File: config.mk
export PLATFORM = sky130hd
export DESIGN_NAME = shot_tracker_flat
export DESIGN_NICKNAME = d
export VERILOG_FILES = /design/src/rtl/shot_tracker_pkg.sv /design/src/rtl/shot_tracker_if.sv /design/src/rtl/shot_tracker_button_pulse.sv /design/src/rtl/shot_tracker.sv /design/src/flat_wrapper.sv
export SDC_FILE = /design/constraint.sdc
export NUM_CORES = 1
export LEC_CHECK = 0
export BUFFER_PORTS_ARGS = -buffer_cell sky130_fd_sc_hd__buf_2
export CORE_MARGIN = 2
export CORE_UTILIZATION = 42
export DETAILED_ROUTE_END_ITERATION = 10
export HOLD_SLACK_MARGIN = 0.06
export PLACE_DENSITY = 0.69
export SYNTH_ARGS = -nofsm -noshare
export SYNTH_HDL_FRONTEND = slang
export SYNTH_HIERARCHICAL = 1
export SYNTH_SLANG_ARGS = --single-unit
File: constraint.sdc
create_clock -name clk -period 8.15 [get_ports clk]
set_input_delay 1.63 -clock clk [delete_from_list [all_inputs] [get_ports clk]]
set_output_delay 1.63 -clock clk [all_outputs]
set_load 0.01 [all_outputs]
File: src/rtl/shot_tracker_pkg.sv
// Shared definitions for the shot tracker: FSM state encoding, display
// select codes, board geometry, result pulse encoding and a popcount helper.
package shot_tracker_pkg;

   typedef enum logic [1:0] {
      ST_SETUP = 2'd0,
      ST_PLAY  = 2'd1,
      ST_WIN   = 2'd2,
      ST_LOSE  = 2'd3
   } state_t;

   localparam logic [1:0] SHOW_BOARD = 2'b01;
   localparam logic [1:0] SHOW_HITS  = 2'b10;

   localparam int NUM_COLS  = 5;
   localparam int NUM_ROWS  = 7;
   localparam int NUM_CELLS = NUM_COLS * NUM_ROWS;

   // Result pulse vector ordering: {hit, miss, again, invalid}
   localparam logic [3:0] RES_HIT     = 4'b1000;
   localparam logic [3:0] RES_MISS    = 4'b0100;
   localparam logic [3:0] RES_AGAIN   = 4'b0010;
   localparam logic [3:0] RES_INVALID = 4'b0001;

   function automatic logic [5:0] popcount(input logic [NUM_CELLS-1:0] v);
      logic [5:0] n;
      n = '0;
      for (int i = 0; i < NUM_CELLS; i++) begin
         n = n + {5'b0, v[i]};
      end
      return n;
   endfunction

endpackage

File: src/rtl/shot_tracker_if.sv
// Shot tracker bus: player inputs (ship map, lock, fire, target, new_game)
// and game outputs (display select, hit map, result pulses, counters,
// game status).
//   master : drives the player inputs, observes the game outputs
//   slave  : the tracker itself
interface shot_tracker_if;
   import shot_tracker_pkg::*;

   logic [NUM_ROWS-1:0] col1, col2, col3, col4, col5;
   logic                lock;
   logic                fire;
   logic [2:0]          sel_col;
   logic [2:0]          sel_row;
   logic                new_game;

   logic [1:0]          show;
   logic [NUM_ROWS-1:0] colHit1, colHit2, colHit3, colHit4, colHit5;
   logic                hit, miss, again, invalid;
   logic [5:0]          hits_count;
   logic [4:0]          shots_left;
   logic                game_over;
   logic                win;

   modport master (
      output col1, col2, col3, col4, col5, lock, fire, sel_col, sel_row, new_game,
      input  show, colHit1, colHit2, colHit3, colHit4, colHit5,
             hit, miss, again, invalid, hits_count, shots_left, game_over, win
   );

   modport slave (
      input  col1, col2, col3, col4, col5, lock, fire, sel_col, sel_row, new_game,
      output show, colHit1, colHit2, colHit3, colHit4, colHit5,
             hit, miss, again, invalid, hits_count, shots_left, game_over, win
   );

endinterface

File: src/rtl/shot_tracker_button_pulse.sv
// button_pulse: debounces a level button and emits a one-cycle pulse in the
// same cycle the (filtered) input is first seen high. A held button yields a
// single pulse.
//   clk, reset : clock and synchronous active-high reset
//   din        : raw button level
//   pulse      : one-cycle rising-edge pulse of the filtered level
module button_pulse #(
   parameter int DEBOUNCE_CYC = 0
) (
   input  logic clk,
   input  logic reset,
   input  logic din,
   output logic pulse
);

   logic filt_q;
   logic stable;

   generate
      if (DEBOUNCE_CYC == 0) begin : g_nofilt
         assign stable = 1'b1;
      end else begin : g_filt
         localparam int CW = $clog2(DEBOUNCE_CYC + 1);
         localparam logic [CW-1:0] DC = CW'(DEBOUNCE_CYC);

         logic          din_q;
         logic [CW-1:0] cnt_q;
         logic [CW-1:0] run_len;
         logic [CW-1:0] cnt_nx;

         // run_len: earlier consecutive cycles that already carried the
         // current value; the level counts once it has held DC cycles.
         always_comb begin
            run_len = (din == din_q) ? cnt_q : '0;
            cnt_nx  = (run_len >= DC) ? DC : run_len + 1'b1;
         end

         assign stable = (run_len >= DC);

         always_ff @(posedge clk) begin
            if (reset) begin
               din_q <= 1'b0;
               cnt_q <= '0;
            end else begin
               din_q <= din;
               cnt_q <= cnt_nx;
            end
         end
      end
   endgenerate

   assign pulse = din & ~filt_q & stable;

   always_ff @(posedge clk) begin
      if (reset) begin
         filt_q <= 1'b0;
      end else if (stable) begin
         filt_q <= din;
      end
   end

endmodule

File: src/rtl/shot_tracker.sv
// shot_tracker: two-player battleship scorer. Player 1 locks a 5x7 ship map,
// player 2 fires at cells; the block tracks shot and hit maps, hit/shot
// counters and the SETUP/PLAY/WIN/LOSE game state.
//   clk, reset : clock and synchronous active-high reset
//   bus        : shot_tracker_if slave (player inputs, display/result outputs)
module shot_tracker
   import shot_tracker_pkg::*;
#(
   parameter int MAX_SHOTS    = 20,
   parameter int DEBOUNCE_CYC = 0
) (
   input  logic           clk,
   input  logic           reset,
   shot_tracker_if.slave  bus
);

   localparam logic [4:0] MAX_W = 5'(MAX_SHOTS);

   state_t                 state_q, state_nx;
   logic [NUM_CELLS-1:0]   board_q, board_nx;
   logic [NUM_CELLS-1:0]   shot_q,  shot_nx;
   logic [NUM_CELLS-1:0]   hmap_q,  hmap_nx;
   logic [5:0]             total_q, total_nx;
   logic [5:0]             hits_q,  hits_nx;
   logic [4:0]             left_q,  left_nx;
   logic [3:0]             res_p1,  res_nx;

   logic [NUM_CELLS-1:0]   cols_in;
   logic [5:0]             cols_pop;
   logic [5:0]             cell_idx;
   logic                   cell_ok;
   logic                   shot_vld_p0;

   button_pulse #(
      .DEBOUNCE_CYC (DEBOUNCE_CYC)
   ) u_fire (
      .clk   (clk),
      .reset (reset),
      .din   (bus.fire),
      .pulse (shot_vld_p0)
   );

   // Column c occupies bits [c*7 +: 7], row r is bit r within the column.
   assign cols_in  = {bus.col5, bus.col4, bus.col3, bus.col2, bus.col1};
   assign cols_pop = popcount(cols_in);
   assign cell_ok  = (bus.sel_col < 3'd5) && (bus.sel_row < 3'd7);
   assign cell_idx = ({3'b0, bus.sel_col} * 6'd7) + {3'b0, bus.sel_row};

   // Stage p0: qualifying fire edge, shot resolution and next game state
   always_comb begin
      state_nx = state_q;
      board_nx = board_q;
      shot_nx  = shot_q;
      hmap_nx  = hmap_q;
      total_nx = total_q;
      hits_nx  = hits_q;
      left_nx  = left_q;
      res_nx   = '0;

      case (state_q)
         ST_SETUP: begin
            if (bus.lock && (cols_pop != 6'd0)) begin
               board_nx = cols_in;
               total_nx = cols_pop;
               shot_nx  = '0;
               hmap_nx  = '0;
               hits_nx  = '0;
               left_nx  = MAX_W;
               state_nx = ST_PLAY;
            end
         end

         ST_PLAY: begin
            if (shot_vld_p0) begin
               if (!cell_ok) begin
                  res_nx = RES_INVALID;
               end else if (shot_q[cell_idx]) begin
                  res_nx = RES_AGAIN;
               end else begin
                  shot_nx[cell_idx] = 1'b1;
                  if (board_q[cell_idx]) begin
                     hmap_nx[cell_idx] = 1'b1;
                     if (hits_q < total_q) hits_nx = hits_q + 6'd1;
                     res_nx = RES_HIT;
                  end else begin
                     res_nx = RES_MISS;
                  end
                  if (left_q != 5'd0) left_nx = left_q - 5'd1;
                  // A last shot that sinks the last ship cell is a win.
                  if (hits_nx == total_q)    state_nx = ST_WIN;
                  else if (left_nx == 5'd0)  state_nx = ST_LOSE;
               end
            end
         end

         ST_WIN, ST_LOSE: begin
            if (bus.new_game) begin
               state_nx = ST_SETUP;
               hmap_nx  = '0;
               hits_nx  = '0;
            end
         end

         default: state_nx = ST_SETUP;
      endcase
   end

   // Stage p1: registered game state and result pulses
   always_ff @(posedge clk) begin
      if (reset) begin
         state_q <= ST_SETUP;
         board_q <= '0;
         shot_q  <= '0;
         hmap_q  <= '0;
         total_q <= '0;
         hits_q  <= '0;
         left_q  <= MAX_W;
         res_p1  <= '0;
      end else begin
         state_q <= state_nx;
         board_q <= board_nx;
         shot_q  <= shot_nx;
         hmap_q  <= hmap_nx;
         total_q <= total_nx;
         hits_q  <= hits_nx;
         left_q  <= left_nx;
         res_p1  <= res_nx;
      end
   end

   assign bus.show       = (state_q == ST_SETUP) ? SHOW_BOARD : SHOW_HITS;
   assign bus.colHit1    = hmap_q[0*NUM_ROWS +: NUM_ROWS];
   assign bus.colHit2    = hmap_q[1*NUM_ROWS +: NUM_ROWS];
   assign bus.colHit3    = hmap_q[2*NUM_ROWS +: NUM_ROWS];
   assign bus.colHit4    = hmap_q[3*NUM_ROWS +: NUM_ROWS];
   assign bus.colHit5    = hmap_q[4*NUM_ROWS +: NUM_ROWS];
   assign bus.hit        = res_p1[3];
   assign bus.miss       = res_p1[2];
   assign bus.again      = res_p1[1];
   assign bus.invalid    = res_p1[0];
   assign bus.hits_count = hits_q;
   assign bus.shots_left = left_q;
   assign bus.game_over  = (state_q == ST_WIN) || (state_q == ST_LOSE);
   assign bus.win        = (state_q == ST_WIN);

endmodule
File: src/flat_wrapper.sv
// flat-port wrapper written by rule: the top's interface ports become plain ports
module shot_tracker_flat import shot_tracker_pkg::*;
#(
   parameter int MAX_SHOTS    = 20,
   parameter int DEBOUNCE_CYC = 0
)
  (clk, reset, bus_col1, bus_col2, bus_col3, bus_col4, bus_col5, bus_lock, bus_fire, bus_sel_col, bus_sel_row, bus_new_game, bus_show, bus_colHit1, bus_colHit2, bus_colHit3, bus_colHit4, bus_colHit5, bus_hit, bus_miss, bus_again, bus_invalid, bus_hits_count, bus_shots_left, bus_game_over, bus_win);
  shot_tracker_if bus_i ();
  input  logic clk;
  input  logic reset;
  input wire logic [$bits(bus_i.col1)-1:0] bus_col1;
  input wire logic [$bits(bus_i.col2)-1:0] bus_col2;
  input wire logic [$bits(bus_i.col3)-1:0] bus_col3;
  input wire logic [$bits(bus_i.col4)-1:0] bus_col4;
  input wire logic [$bits(bus_i.col5)-1:0] bus_col5;
  input wire logic [$bits(bus_i.lock)-1:0] bus_lock;
  input wire logic [$bits(bus_i.fire)-1:0] bus_fire;
  input wire logic [$bits(bus_i.sel_col)-1:0] bus_sel_col;
  input wire logic [$bits(bus_i.sel_row)-1:0] bus_sel_row;
  input wire logic [$bits(bus_i.new_game)-1:0] bus_new_game;
  output wire logic [$bits(bus_i.show)-1:0] bus_show;
  output wire logic [$bits(bus_i.colHit1)-1:0] bus_colHit1;
  output wire logic [$bits(bus_i.colHit2)-1:0] bus_colHit2;
  output wire logic [$bits(bus_i.colHit3)-1:0] bus_colHit3;
  output wire logic [$bits(bus_i.colHit4)-1:0] bus_colHit4;
  output wire logic [$bits(bus_i.colHit5)-1:0] bus_colHit5;
  output wire logic [$bits(bus_i.hit)-1:0] bus_hit;
  output wire logic [$bits(bus_i.miss)-1:0] bus_miss;
  output wire logic [$bits(bus_i.again)-1:0] bus_again;
  output wire logic [$bits(bus_i.invalid)-1:0] bus_invalid;
  output wire logic [$bits(bus_i.hits_count)-1:0] bus_hits_count;
  output wire logic [$bits(bus_i.shots_left)-1:0] bus_shots_left;
  output wire logic [$bits(bus_i.game_over)-1:0] bus_game_over;
  output wire logic [$bits(bus_i.win)-1:0] bus_win;
  assign bus_i.col1 = bus_col1;
  assign bus_i.col2 = bus_col2;
  assign bus_i.col3 = bus_col3;
  assign bus_i.col4 = bus_col4;
  assign bus_i.col5 = bus_col5;
  assign bus_i.lock = bus_lock;
  assign bus_i.fire = bus_fire;
  assign bus_i.sel_col = bus_sel_col;
  assign bus_i.sel_row = bus_sel_row;
  assign bus_i.new_game = bus_new_game;
  assign bus_show = bus_i.show;
  assign bus_colHit1 = bus_i.colHit1;
  assign bus_colHit2 = bus_i.colHit2;
  assign bus_colHit3 = bus_i.colHit3;
  assign bus_colHit4 = bus_i.colHit4;
  assign bus_colHit5 = bus_i.colHit5;
  assign bus_hit = bus_i.hit;
  assign bus_miss = bus_i.miss;
  assign bus_again = bus_i.again;
  assign bus_invalid = bus_i.invalid;
  assign bus_hits_count = bus_i.hits_count;
  assign bus_shots_left = bus_i.shots_left;
  assign bus_game_over = bus_i.game_over;
  assign bus_win = bus_i.win;
  shot_tracker #(.MAX_SHOTS(MAX_SHOTS), .DEBOUNCE_CYC(DEBOUNCE_CYC)) u_core (.clk(clk), .reset(reset), .bus(bus_i));
endmodule
# Word-level counts from Yosys, hierarchy flattened
# Index checks and enable logic that the tools add are counted.
[totals] ff_bits=129 inputBits=46
[op_classes] multipliers=1 n_addsub=37 eq_ne=11 reduce_logical=18 n_lt_le_gt_ge=5 mux=51 n_bitwise=7
[ops] operator="$mux 35" count=9
[ops] operator="$add 6x1->6" count=33
[ops] operator="$pmux 35 s3" count=1
[ops] operator="$or 35x35->35" count=2
[ops] operator="$pmux 35 s2" count=1
[ops] operator="$mux 6" count=11
[ops] operator="$mux 5" count=9
[ops] operator="$mux 2" count=9
[ops] operator="$pmux 6 s3" count=1
[ops] operator="$bmux 1 s6" count=2
[ops] operator="$reduce_and 6->1" count=2
[ops] operator="$pmux 5 s2" count=1
[ops] operator="$reduce_and 5->1" count=2
[ops] operator="$ne 2x1->1 const B" count=4
[ops] operator="$lt 6x7->1 const B" count=1
[ops] operator="$add 6x1->6 const B" count=1
[ops] operator="$add 6x3->6" count=1
[ops] operator="$demux 1 s6" count=1
[ops] operator="$eq 6x6->1" count=1
[ops] operator="$ge 6x1->1 const B" count=1
[ops] operator="$lt 3x3->1 const B" count=2
[ops] operator="$lt 6x6->1" count=1
[ops] operator="$mul 3x3->6 const B" count=1
[ops] operator="$pmux 2 s3" count=1
[ops] operator="22 further kinds" count=32

# Depth between registers and ports, before layout
[logic_depth] depth_word=38 ltp_mapped=22 ltp_nobuf=19

# Modules after synthesis
# The synthesis kept the hierarchy.
[modules_own_cells] mod="shot_tracker" cells_per_inst=775 seq_area_each_um2=2562.5 n_inst=1 area_per_inst_um2=6755.2
[modules_own_cells] mod="button_pulse" cells_per_inst=3 seq_area_each_um2=20.0 n_inst=1 area_per_inst_um2=47.5

# Worst setup path before layout
# No wires, ideal clock.
[synth_path] path_kind="input-to-reg" start="input port bus_col3[3]" end="register u_core.hmap_q[14]" arrival_ns=7.531 setup_slack_ns=0.542 t_required_ns=8.073 n_path_buf=3 stages=22 cell_sequence="fa_1 -> inv_1 -> fa_1 -> inv_1 -> fa_1 -> inv_1 -> fa_1 -> fa_1 -> fa_1 -> inv_1 -> fa_1 -> fa_1 -> xor2_1 -> or4_1 -> o311ai_2 -> nand2b_1 -> clkbuf_1 -> a21oi_1 -> buf_2 -> buf_1 -> nand2_1 -> o21ai_0"
[synth_via] elab_chain_len=22
[synth_lines] element="from (decl)" line_no="flat_wrapper.sv:13" text="input wire logic [$bits(bus_i.col3)-1:0] bus_col3;"
[synth_lines] element="$add 6x1->6 (18 in a row)" line_no="shot_tracker_pkg.sv:29" text="n = n + {5'b0, v[i]};"
[synth_lines] element="$reduce_bool 6->1" line_no="shot_tracker.sv:62" text="if (bus.lock && (cols_pop != 6'd0)) begin"
[synth_lines] element="$logic_and 1x1->1" line_no="shot_tracker.sv:62"
[synth_lines] element="$ne 2x1->1 (no source line)"
[synth_lines] element="$reduce_and 6->1 (no source line)"
[synth_lines] element="to (signal assigned)" line_no="shot_tracker.sv:123" text="hmap_q <= hmap_nx;"
[synth_lines] element="to (decl)" line_no="shot_tracker.sv:22" text="logic [NUM_CELLS-1:0] hmap_q, hmap_nx;"
# No other way between the ends.
# A chain may end at the register's enable or synchronous reset.

# Worst setup path in the final report
[layout_path] start="input port bus_col3[3]" end="register u_core.shot_q[14]"
[layout_via] elab_chain_len=22
[layout_lines] element="$add 6x1->6 (18 in a row)" line_no="shot_tracker_pkg.sv:29"
[layout_lines] element="$reduce_bool 6->1" line_no="shot_tracker.sv:62"
[layout_lines] element="$logic_and 1x1->1" line_no="shot_tracker.sv:62"
[layout_lines] element="$ne 2x1->1 (no source line)"
[layout_lines] element="$reduce_and 5->1 (no source line)"
[layout_lines] element="to (signal assigned)" line_no="shot_tracker.sv:122" text="shot_q <= shot_nx;"
[layout_lines] element="to (decl)" line_no="shot_tracker.sv:21" text="logic [NUM_CELLS-1:0] shot_q, shot_nx;"
# No other way between the ends.

==> results list <==
- Post-synth design cell area: around 7000 µm²
- The first routing iteration left 402 violations.
- The top cell types in the final layout, fill and taps aside, are sky130_fd_sc_hd__nand2_1 (150), sky130_fd_sc_hd__dfxtp_1 (129), sky130_fd_sc_hd__buf_2 (99).
- Upper clock frequency limit: around 140 MHz
- Boundary pin count: 100
- After clock tree synthesis, the flow added hold-fix buffers numbering 0.
- For the pin with the worst max-slew slack, the measured transition is between 1 and 1.5 ns.
- Run status: finished, final reports clean
- RSZ-0062 raised after global routing: false
- From left edge to right edge, the die measures about 130 µm.
- The share of synthesized area in the top cell type comes to 0.380.
- Weighted congestion reported at the end of routability-driven placement: between 0.8 and 0.9
- With fillers left out, the area of the finished cells amounts to between 8000 and 9000 µm².
- Inserted Diodes: 0
- Wire length of the first global-routing pass: around 28000 µm
- Leakage power: between 3 and 4 nW
* H-tree depth: 4
* IO buf count: 99
- Along the worst path, the maximum fanout reaches 24.
- After detailed routing, the number of remaining DRC violations is 0.
- Fraction of final layout cells with drive strength greater than 1: 0.194
* Total power of the final layout: between 2 and 3 mW
- TNS Setup: 0 ns
- In this run the power density over the cells is 350 nW/µm².
* Crit-path cells: buf_2, fa_1, inv_1, fa_1, inv_1, fa_1, inv_1, fa_1, fa_1, fa_1, inv_1, fa_1, fa_1, xor2_1, or4_1, o311ai_4, o21ai_2, buf_12, a41oi_1, nor2_1
- Endpoint required time on the critical path: 8.46 ns
* WP data arrival: approximately 7.7 ns
- Once layout is complete, the utilization of the core stands at 0.507.
* Synthesized area divided by synthesized cell count: approximately 8.7 µm²
- The die is roughly 130 µm tall.
* Setup violations, final: 0
- Across the run, the number of max-cap violations was 0.
* CTS tree: built
* # rows: between 40 and 50
- Category of the worst setup path capture point: register
- Number of instances resized during post-cts repair: 0
- Leading cell type in the layout, fill and taps excluded: sky130_fd_sc_hd__nand2_1
- FF+latch count, synth: 129
* Layout area overhead: 18.3%
- The number of antenna violations at the first check in global routing is 0.
- Buffers added to address setup during post-CTS repair amount to 0.
- In this run, CTS created clock tree buffers numbering 17.
* Number of vias per cell after detailed routing: around 5.3
* Largest net degree at the start of global routing: 53
* Type of the setup path with the least slack: in2reg
- The count of nets left with antenna violations once routing finished came out at 0.
- For this block, the via count after detailed routing is between 5000 and 6000.
- Most common cell on crit path: sky130_fd_sc_hd__fa_1
* Primary FF master, synth: sky130_fd_sc_hd__dfxtp_1
- Area of the die: between 15000 and 20000 µm²
- Critical Path Max Stage Delay: around 0.55 ns
- The Yosys step of the flow raised 6 warnings.
- Leading post-synthesis cells by cell area: sky130_fd_sc_hd__dfxtp_1 (38%), sky130_fd_sc_hd__fa_1 (9.1%), sky130_fd_sc_hd__nand2_1 (8.3%)
- The core region is about 16000 µm².
- Via count of the first global-routing pass: around 5600
- Period minus WS final: roughly 7.4 ns
- Initial core utilization: 0.428
- Clock Sink Count: around 130
- Clock-pin slew was measured on the worst setup and hold paths at ~0.060 ns.
- Of the available clock period, the critical path in the final layout requires 0.906.
- IR Drop Worst-Case VDD: roughly 0.00027 V
* Yosys top cell by area: sky130_fd_sc_hd__dfxtp_1
- Slowest-stage cell, CP: sky130_fd_sc_hd__fa_1
* Headroom to the max-slew limit: 0.226
- The pre-antenna-repair detailed-routing pass consisted of 4 iterations.
* Async set or reset register ratio after synthesis: 0
* Startpoint Class: input pin
- Of the synthesized area, sequential elements account for 0.380.
- After synthesis, the netlist uses 65 different library cells.
- DP HPWL: 11900 µm
* Post-Route Skew: 0.00830 ns
- Total Nets Final: 961
* GR Util All Layers: 0.203
- Synth Net Count: between 800 and 900
- The placed instances occupy a cell area of 7480 µm².
- The final max-slew violation count was 0.
- Wirelength, routed: about 17000 µm
- Global routing finished with a remaining overflow of 0.
* Count of flip-flops with a built-in enable after synthesis: 0
* Skew-Pair Late Insertion Delay: roughly 0.43 ns
- Synthesized instance count: between 700 and 800
- Clock tree synthesis selected as its root buffer the cell sky130_fd_sc_hd__clkbuf_16.
- Buffers from clock root to sink, at most: 2
- The final count of hold timing violations came to 0.
- After detailed routing, the average wire length per cell comes to 15.5 µm.
- The min-delay analysis places its worst path in the category reg2reg.
-- critical path: cells and delay by family --
family	cells	cell delay, ns
and+or+nand+nor	2	0.53
AOI/OAI and AO/OA	3	0.91
xor gates and xnor gates	1	0.18
adders and majority gates	8	3.83
buffers and inverters	6	0.61
-- final cells by class --
type / instances / area (µm²)
clock buffers: 17 / 425
clock inverters: 15 / 140
fillers: 1513 / 7840
inverters: 65 / 244
multi-input cells: 538 / 3790
flip-flops and latches: 129 / 2580
well taps: 216 / 270
repair buffers: 109 / 596
-- per-stage QoR --
step	hold slack (ns)	std cells	worst slack (ns)
final	0.452	1089	0.767
after global routing	0.469	1089	0.504
after CTS	0.452	1089	0.780
after detailed placement	0.438	1057	0.341
after global placement	0.431	1057	0.501
after floorplan	0.422	778	0.542
-- final timing paths --
kind	cells after the start	endpoint	slack (ns)	startpoint
worst max-delay path	20	u_core/shot_q[14]$_SDFFE_PP0P_	0.77	bus_col3[3]
worst min-delay path	2	u_core/board_q[30]$_SDFFE_PP0P_	0.45	u_core/board_q[30]$_SDFFE_PP0P_
worst max register to register	8	u_core/bus.shots_left[2]$_SDFFE_PP1P_	5.19	u_core/shot_q[15]$_SDFFE_PP0P_
worst min register to register	2	u_core/board_q[30]$_SDFFE_PP0P_	0.45	u_core/board_q[30]$_SDFFE_PP0P_
-- metal layers --
| layer | global-route usage | wire (µm) | share of wire |
|---|---|---|---|
| met2 | 0.315 | 7770 | 0.46 |
| met1 | 0.276 | 7760 | 0.46 |
| met5 | 0 | 0 | 0 |
| met3 | 0.0475 | 1010 | 0.060 |
| met4 | 0.0713 | 297 | 0.018 |
-- logic make-up after synthesis --
group                      after synthesis  share of synthesized area
xor gates and xnor gates                17                     0.0219
buffers and inverters                  111                     0.0658
and+or+nand+nor                        262                      0.174
adders and majority gates               55                      0.135
DFF                                    129                      0.380
AOI/OAI and AO/OA                      181                      0.166
muxes                                   23                     0.0565
-- registers in the layout (all words and copies together) (netlist names) --
signal,flops
u_core/board_q,35
u_core/state_q,2
u_core/shot_q,35
u_core/u_fire/filt_q,1
u_core/res_p1,4
u_core/bus.hits_count,6
u_core/hmap_q,35
u_core/total_q,6
u_core/bus.shots_left,5
-- report_power, final --
part           switching (mW)  internal (mW)  leakage (nW)
combinational           0.823          0.495          2.09
sequential             0.0544          0.715          1.05
clock                   0.324          0.404         0.271
-- synthesized netlist by cell type (5+ instances only) --
cell / number
sky130_fd_sc_hd__a41oi_1: 8
sky130_fd_sc_hd__nor3_1: 9
sky130_fd_sc_hd__xnor2_1: 9
sky130_fd_sc_hd__nor2b_1: 7
sky130_fd_sc_hd__nand2_1: 150
sky130_fd_sc_hd__a21oi_1: 62
sky130_fd_sc_hd__nor2_1: 41
sky130_fd_sc_hd__fa_1: 31
sky130_fd_sc_hd__mux2i_1: 8
sky130_fd_sc_hd__mux4_2: 12
sky130_fd_sc_hd__ha_1: 24
sky130_fd_sc_hd__nand2b_1: 5
sky130_fd_sc_hd__a21o_1: 5
sky130_fd_sc_hd__o21ai_1: 5
sky130_fd_sc_hd__or3_1: 6
sky130_fd_sc_hd__xor2_1: 8
sky130_fd_sc_hd__dfxtp_1: 129
sky130_fd_sc_hd__a31oi_1: 29
sky130_fd_sc_hd__buf_2: 10
sky130_fd_sc_hd__o21ai_0: 42
sky130_fd_sc_hd__nand3_1: 16
sky130_fd_sc_hd__inv_1: 64
sky130_fd_sc_hd__clkbuf_1: 32
Power figures use the tool's default switching activity.
